File: src/rtl/imem_ctrl.sv
// Instruction-memory port arbiter: the boot loader streams words into memory,
// then the fetch path drives the PC through the run and halt phases.
module imem_ctrl #(
  parameter int                  tamanho       = 32,
  parameter int                  enderecamento = 10,
  parameter logic [tamanho-1:0]  RESET_PC      = '0
) (
  input  logic                     clock,
  input  logic                     reset,
  input  logic                     load_start,
  input  logic                     run_start,
  input  logic                     load_valid,
  input  logic [tamanho-1:0]       load_data,
  input  logic                     load_last,
  output logic                     load_ready,
  input  logic [tamanho-1:0]       pc_next,
  input  logic                     stall,
  input  logic                     halt_req,
  output logic [tamanho-1:0]       mem_addr,
  output logic [tamanho-1:0]       mem_wdata,
  output logic                     mem_we,
  output logic [tamanho-1:0]       pc,
  output logic                     instr_valid,
  output logic [1:0]               state,
  output logic [enderecamento:0]   load_count,
  output logic                     error
);

  typedef enum logic [1:0] {
    IDLE = 2'b00,
    LOAD = 2'b01,
    RUN  = 2'b10,
    HALT = 2'b11
  } state_t;

  localparam logic [enderecamento-1:0] WPTR_MAX  = '1;
  localparam logic [enderecamento-1:0] WPTR_ONE  = 1;
  localparam logic [enderecamento:0]   COUNT_ONE = 1;

  state_t                   state_reg;
  logic [tamanho-1:0]       pc_reg;
  logic [enderecamento-1:0] wptr_reg;
  logic [enderecamento:0]   load_count_reg;
  logic                     error_reg;
  logic                     accept;
  logic [tamanho-1:0]       load_addr;

  assign load_ready  = (state_reg == LOAD);
  assign accept      = load_valid & load_ready;
  assign mem_we      = accept;
  assign mem_wdata   = load_data;
  assign instr_valid = (state_reg == RUN);
  assign pc          = pc_reg;
  assign state       = state_reg;
  assign load_count  = load_count_reg;
  assign error       = error_reg;

  // Loader writes go to the word pointer; every other phase presents the PC.
  always_comb begin
    load_addr = '0;
    load_addr[enderecamento+1:0] = {wptr_reg, 2'b00};
  end

  assign mem_addr = (state_reg == LOAD) ? load_addr : pc_reg;

  always_ff @(posedge clock or posedge reset) begin
    if (reset) begin
      state_reg      <= IDLE;
      pc_reg         <= RESET_PC;
      wptr_reg       <= '0;
      load_count_reg <= '0;
      error_reg      <= 1'b0;
    end else begin
      case (state_reg)
        IDLE, HALT: begin
          if (load_start) begin
            state_reg      <= LOAD;
            wptr_reg       <= '0;
            load_count_reg <= '0;
            error_reg      <= 1'b0;
          end else if (run_start) begin
            state_reg <= RUN;
          end
        end
        LOAD: begin
          if (accept) begin
            wptr_reg       <= wptr_reg + WPTR_ONE;
            load_count_reg <= load_count_reg + COUNT_ONE;
            if (load_last) begin
              state_reg <= RUN;
              pc_reg    <= RESET_PC;
            end else if (wptr_reg == WPTR_MAX) begin
              // Last slot filled without the final word: the image does not fit.
              error_reg <= 1'b1;
              state_reg <= IDLE;
            end
          end
        end
        RUN: begin
          if (halt_req) begin
            state_reg <= HALT;
          end else if (!stall) begin
            if (pc_next[1:0] != 2'b00) begin
              error_reg <= 1'b1;
              state_reg <= HALT;
            end else begin
              pc_reg <= pc_next;
            end
          end
        end
        default: state_reg <= IDLE;
      endcase
    end
  end

endmodule

File: config.mk
export PLATFORM = sky130hd
export DESIGN_NAME = imem_ctrl
export DESIGN_NICKNAME = d
export VERILOG_FILES = /design/src/rtl/imem_ctrl.sv
export SDC_FILE = /design/constraint.sdc
export NUM_CORES = 1
export LEC_CHECK = 0
export BUFFER_PORTS_ARGS = -buffer_cell sky130_fd_sc_hd__buf_2
export CORE_UTILIZATION = 40
export DETAILED_ROUTE_END_ITERATION = 8
export PLACE_DENSITY = 0.77
export SLEW_MARGIN = 10
export SYNTH_ARGS = -nofsm -noshare
export SYNTH_HDL_FRONTEND = slang
export SYNTH_SLANG_ARGS = --single-unit
File: constraint.sdc
create_clock -name clock -period 1.9 [get_ports clock]
set_clock_uncertainty 0.2 [all_clocks]
set_input_delay 0 -clock clock [delete_from_list [all_inputs] [get_ports clock]]
set_output_delay 0 -clock clock [all_outputs]
set_load 0.01 [all_outputs]
==> results_dict.tcl, run 1 <==
set metrics [dict create \
    timing.rr.start "state[0]$_DFFE_PP0P_" \
    comb_power_share_pct 67.9 \
    cts_made_buffers 5 \
    path_clk_slew_ns 0.10 \
    dieArea_um2 8488 \
    synthXorXnorAreaFrac_pct 1.887 \
    setup_slack_ns -0.1456 \
    rsz0062_at_grt "true" \
    final_area_um2 5270 \
    r2r_end "pc[26]$_DFFE_PP0P_" \
    p_int_mw 4.508 \
    slew_viol_final 0 \
    period_needed_ns 2.046 \
    cp-end-kind "flop" \
    gp_congestion 0.7890 \
    ys_seq_area_share_pct 43.13 \
    worst_setup_path_start_kind "flop" \
    drc 0 \
    track_usage_pct 23.61 \
    violations "negative setup slack" \
    port_buffers 120 \
    layout.nets 630 \
    max_freq_mhz 488.8 \
    synth_top_area_share_pct 43.13 \
    htreeDepth 2 \
    grt_max_degree 35 \
    synth_ff_type "dfrtp_1" \
    seqPwrFrac_pct 24.1 \
    p_switching_mw 3.564 \
    critPathRequiredTime_ns 1.96 \
    grt_pass1_wl_mm 15.88 \
    wl_mm 10.90 \
    yosysTopAreaCell "dfrtp_1" \
    synth_top_family_by_area "simple AND/OR/NAND/NOR gates" \
    cp_cell_sequence "buf_6 -> ha_4 -> buf_12 -> buf_12 -> a221oi_4 -> buf_6 -> buf_12 -> nand3_2 -> nand2_1" \
    ant_nets 0 \
    hpwl_mm 6.102 \
    switching_share_pct 44.15 \
    hold_viol_final 0 \
    drive_gt1_share_pct 41.70 \
    maxCapViolCount 0 \
    postPlaceCellArea_um2 3929 \
    fin_crit_sh_pct 107.7 \
    cpMostUsedCell "buf_12" \
    cp_top_family "buffers and inverters" \
    status "finished, violations left" \
    clock_sinks 56 \
    yosys_warnings 0 \
    path_buf_inv 5 \
    final_cell_mix "buf_2, dlygate4sd3_1, nand2_1, dfrtp_1, buf_4" \
    power_density_nw_per_um2 1532 \
    synth_nets 438 \
    pwr-share-clk_pct 8.0 \
    worst_pin_slew_ns 0.5085 \
    synth_adder_area_share_pct 1.540 \
    syn_avg_cell_area_um2 8.976 \
    avgRoutedWirePerCell_um 16.62 \
    worst-r2r-cell-count 9 \
    die_width_um 92.13 \
    drt_iter0_markers 206 \
    p_leak_nw 2.625 \
    core_region_area_um2 7807 \
    overflow 0 \
    ys_seq_elements 56 \
    num_vias 3433 \
    n_fill_cell 613 \
    largest_reg_flops 32 \
    first_pass_iters 5 \
    crit_fanout 7 \
    async_flop_share_pct 100.0 \
    synthMuxAreaShare_pct 5.160 \
    synth_area_leaders "dfrtp_1, nand2_1, buf_4" \
    grt_pass1_vias 3292 \
    fin_setup_tns_ns -4.284 \
    pre_cts_slack_ns -0.08407 \
    clk_latency_ns 0.31 \
    final_common_cell "buf_2" \
    worstSetupPathType "flop to flop" \
    cp.arrival_ns 2.10 \
    antenna_found_initial 0 \
    start_util_pct 41.62 \
    insertedDiodeCount 0 \
    synthesis.area_um2 3249 \
    yosysUniqueCellTypes 45 \
    rows 32 \
    clockBufferDepth 2 \
    ir_drop_uv 1090 \
    die_y_um 92.13 \
    cp_slowest_cell "dfrtp_2" \
    setup_violations 52 \
    cts_root_buffer "clkbuf_8" \
    ios 185 \
    relSlewSlack_pct 66.05 \
    r2r_slack_ns -0.15 \
    synth-simple-area-share_pct 28.34 \
    cp_slowest_stage_delay_ns 0.43 \
    syn_inst 362 \
    synth_compound_area_share_pct 8.356 \
    min_path_type "input pin to asynchronous set/reset pin" \
    cts_tree "built" \
    synth_edf_count 0 \
    avgViaCountPerCell 5.233 \
    syn2layout_area_growth_pct 62.19 \
]
-- cells in the mapped netlist (2+ instances only) --
| master | instances |
|---|---|
| mux2i_1 | 4 |
| or3_1 | 5 |
| mux2_2 | 10 |
| buf_2 | 4 |
| o21ai_0 | 11 |
| nor4_1 | 2 |
| nand2b_1 | 2 |
| nand4_4 | 2 |
| clkbuf_1 | 8 |
| nor2_1 | 10 |
| xor2_1 | 4 |
| buf_6 | 3 |
| nor2b_1 | 26 |
| nand4_1 | 3 |
| a21oi_1 | 11 |
| o31ai_1 | 6 |
| a221o_1 | 2 |
| dfrtp_1 | 56 |
| and2_1 | 4 |
| nand2_1 | 72 |
| and3_1 | 2 |
| xnor2_1 | 3 |
| nand3_1 | 42 |
| ha_1 | 4 |
| buf_4 | 35 |
| inv_1 | 7 |
| or4_1 | 6 |
-- worst reg2reg max path, delay by kind of cell, from the launching register on --
family / cells / cell delay (ns)
AOI/OAI and AO/OA: 1 / 0.32
adders and majority gates: 1 / 0.18
buffers and inverters: 5 / 0.71
DFF: 1 / 0.43
and+or+nand+nor: 2 / 0.17
-- cell families after synthesis --
| family | after synthesis |
|---|---|
| buf+inv | 58 |
| xor+xnor | 7 |
| simple gates | 181 |
| flops | 56 |
| compound gates | 41 |
| fa+ha+maj | 4 |
| mux | 15 |
-- final cells by class --
cell class / count / area [um2] / area share (%)
Sequential cell: 56 / 1404 / 26.64
Clock buffer: 5 / 68.82 / 1.306
Multi-Input combinational cell: 248 / 1743 / 33.07
Timing Repair Buffer: 236 / 1888 / 35.83
Clock inverter: 2 / 12.51 / 0.2374
Tap cell: 102 / 127.6 / 2.422
Inverter: 7 / 26.28 / 0.4986
-- power by group through the flow --
stage	clock network (mW)	logic (mW)	registers, mW
after floorplan	0	2.27	2.10
after global placement	0	3.80	1.91
after detailed placement	0	3.89	1.93
after CTS	0.662	4.43	1.92
after global routing	0.705	5.87	1.99
final	0.647	5.48	1.94
-- how the worst max path moves through the flow --
| stage | from | end | slack (ns) | depth (start not counted) |
|---|---|---|---|---|
| 2_1_floorplan | state[1]$_DFFE_PP0P_ | load_count[7]$_DFFE_PP0P_ | -0.07 | 7 |
| 3_3_place_gp | state[1]$_DFFE_PP0P_ | load_count[7]$_DFFE_PP0P_ | -0.05 | 5 |
| 3_5_place_dp | state[1]$_DFFE_PP0P_ | load_count[7]$_DFFE_PP0P_ | -0.08 | 5 |
| 4_1_cts | state[1]$_DFFE_PP0P_ | load_count[7]$_DFFE_PP0P_ | -0.09 | 5 |
| 5_1_grt | state[0]$_DFFE_PP0P_ | pc[26]$_DFFE_PP0P_ | -0.21 | 9 |
| 6_report | state[0]$_DFFE_PP0P_ | pc[26]$_DFFE_PP0P_ | -0.15 | 9 |
-- per-stage QoR --
step	util, %	total power, mW	cells	hold WS, ns
2_1_floorplan	-	4.370	362	-0.1082
3_3_place_gp	50.32	5.712	561	-0.1999
3_5_place_dp	50.32	5.821	561	-0.1999
4_1_cts	63.11	7.012	648	0.05419
5_1_grt	67.50	8.569	656	0.09740
6_report	67.50	8.071	656	0.05571
-- layer usage --
layer	wire, um	global-route usage [%]	part of all wire (%)
met5	0	0	0
met4	239	7.943	2.2
met3	689	4.478	6.3
met2	5774	42.04	53
met1	4199	28.43	39
-- repair_timing --
| action | in CTS | in global routing |
|---|---|---|
| setup buffers | 7 | 4 |
| hold buffers | 73 | 0 |
| gates resized for setup | 24 | 50 |
| pin swaps | 2 | 47 |
| setup endpoints to repair | 66 | 66 |
| gates cloned | 0 | 4 |
| hold endpoints to repair | 124 | 0 |
Power figures use the tool's default switching activity.
==> inputs of run 2 (changes only) <==
--- a/config.mk
+++ b/config.mk
@@ -9,6 +9,7 @@
 export CORE_UTILIZATION = 40
 export DETAILED_ROUTE_END_ITERATION = 8
 export PLACE_DENSITY = 0.77
+export RECOVER_POWER = 25
 export SLEW_MARGIN = 10
 export SYNTH_ARGS = -nofsm -noshare
 export SYNTH_HDL_FRONTEND = slang
==> run 2 against run 1 <==
Via count is essentially flat. Combinational power is essentially flat. Hold slack gained 0.026 ns. Clock power is essentially flat. Power is essentially flat. Die area is the same. Count of clock-buffer cells in the layout is the same. The flow still finishes with violations (negative setup slack). Critical endpoint unchanged. Global-route usage is the same.
==> results_dict.tcl, run 2 (synthesis results as in run 1) <==
set metrics [dict create \
    die_width_um 92.13 \
    num_vias 3432 \
    maxCapViolCount 0 \
    clockBufferDepth 2 \
    period_needed_ns 2.046 \
    drive_gt1_share_pct 41.52 \
    relSlewSlack_pct 38.80 \
    cp-end-kind "flop" \
    min_path_type "input pin to flop" \
    track_usage_pct 23.61 \
    avgRoutedWirePerCell_um 16.62 \
    cts_root_buffer "clkbuf_8" \
    holdWs_ns 0.08201 \
    grt_pass1_wl_mm 15.88 \
    layout.nets 630 \
    grt_use_met3_pct 4.478 \
    hpwl_mm 6.102 \
    avgViaCountPerCell 5.232 \
    worst-r2r-cell-count 9 \
    power_density_nw_per_um2 1531 \
    rows 32 \
    final_common_cell "buf_2" \
    port_buffers 120 \
    overflow 0 \
    worst_setup_path_start_kind "flop" \
    r2r_slack_ns -0.15 \
    cts_tree "built" \
    clock_sinks 56 \
    rsz0062_at_grt "true" \
    top_usage_layer "met2" \
    die_y_um 92.13 \
    first_pass_iters 5 \
    crit_fanout 7 \
    worstSetupPathType "flop to flop" \
    drc 0 \
    p_leak_nw 2.626 \
    slew_viol_final 0 \
    path_clk_slew_ns 0.09 \
    core_region_area_um2 7807 \
    status "finished, violations left" \
    ant_nets 0 \
    dieArea_um2 8488 \
    worstHoldPathCells 5 \
    ir_drop_uv 1090 \
    final_cell_mix "buf_2, dlygate4sd3_1, nand2_1, dfrtp_1, buf_4" \
    grt_max_degree 35 \
    max_freq_mhz 488.9 \
    grt_pass1_vias 3292 \
    design_power_total_mw 8.071 \
    drt_iter0_markers 203 \
    hold_viol_final 0 \
    worst_pin_slew_ns 0.9170 \
    pre_cts_slack_ns -0.08407 \
    postPlaceCellArea_um2 3929 \
    violations "negative setup slack" \
    final_area_um2 5270 \
    setup_violations 52 \
    gr-usage-met2_pct 42.04 \
    cp.arrival_ns 2.10 \
    fin_crit_sh_pct 107.7 \
    insertedDiodeCount 0 \
    wl_mm 10.90 \
    htreeDepth 2 \
    start_util_pct 41.62 \
    antenna_found_initial 0 \
    largest_reg_flops 32 \
    clk_latency_ns 0.31 \
    n_fill_cell 613 \
    critPathRequiredTime_ns 1.96 \
    ios 185 \
    setup_slack_ns -0.1456 \
    met1_usage_pct 28.43 \
    cts_made_buffers 5 \
    gp_congestion 0.7890 \
    syn2layout_area_growth_pct 62.19 \
]
## run 2: cell counts in the layout (fill, tap and decap cells not counted)
No cell type changed its count.
## run 2: area by class of cell
cell class | instances | area [um2] | share of cell area [%]
inverter | 7 | 26.28 | 0.4986
timing repair buffer | 236 | 1888 | 35.83
tap | 102 | 127.6 | 2.422
clock buffer | 5 | 68.82 | 1.306
sequential | 56 | 1404 | 26.64
multi-input combinational | 248 | 1743 | 33.07
clock inverter | 2 | 12.51 | 0.2374
## run 2: worst paths after layout
kind | startpoint | end
min in group asynchronous | reset | pc[1]$_DFFE_PP0P_
hold / removal | load_start | load_count[6]$_DFFE_PP0P_
hold reg to reg | pc[28]$_DFFE_PP0P_ | pc[28]$_DFFE_PP0P_
max in group asynchronous | reset | state[1]$_DFFE_PP0P_
setup / recovery | state[0]$_DFFE_PP0P_ | pc[26]$_DFFE_PP0P_
setup reg to reg | state[0]$_DFFE_PP0P_ | pc[26]$_DFFE_PP0P_
## run 2: stage by stage
stage,TNS (ns),util [%],instances
after floorplan,-0.09373,-,362
after global placement,-0.2201,50.32,561
after detailed placement,-0.9271,50.32,561
after CTS,-2.555,63.11,648
after global routing,-7.424,67.50,656
final,-4.286,67.50,656
## run 2: critical path, cell delays in order (launching register included)
cell      delay [ns]
dfrtp_2         0.43
buf_6           0.12
ha_4            0.18
buf_12          0.14
buf_12          0.12
a221oi_4        0.32
buf_6           0.18
buf_12          0.15
nand3_2         0.09
nand2_1         0.08
## run 2: report_power, final
part | internal [mW] | switching, mW | leakage (nW)
Clock | 0.251 | 0.395 | 0.0400
Combinational | 2.65 | 2.83 | 1.83
Sequential | 1.61 | 0.335 | 0.754
## run 2: routing by layer
layer,share of wire [%],vias up
met3,6.3,21
met1,39,1650
met2,53,171
met5,0,-
li1,-,1590
met4,2.2,0
## run 2: timing repair
action	4_1_cts	5_1_grt
setup endpoints to repair	66	66
hold buffers	73	0
buffers inserted	7	4
hold endpoints to repair	124	0
gates resized for setup	24	50
pin swaps	2	47
gates cloned	0	4
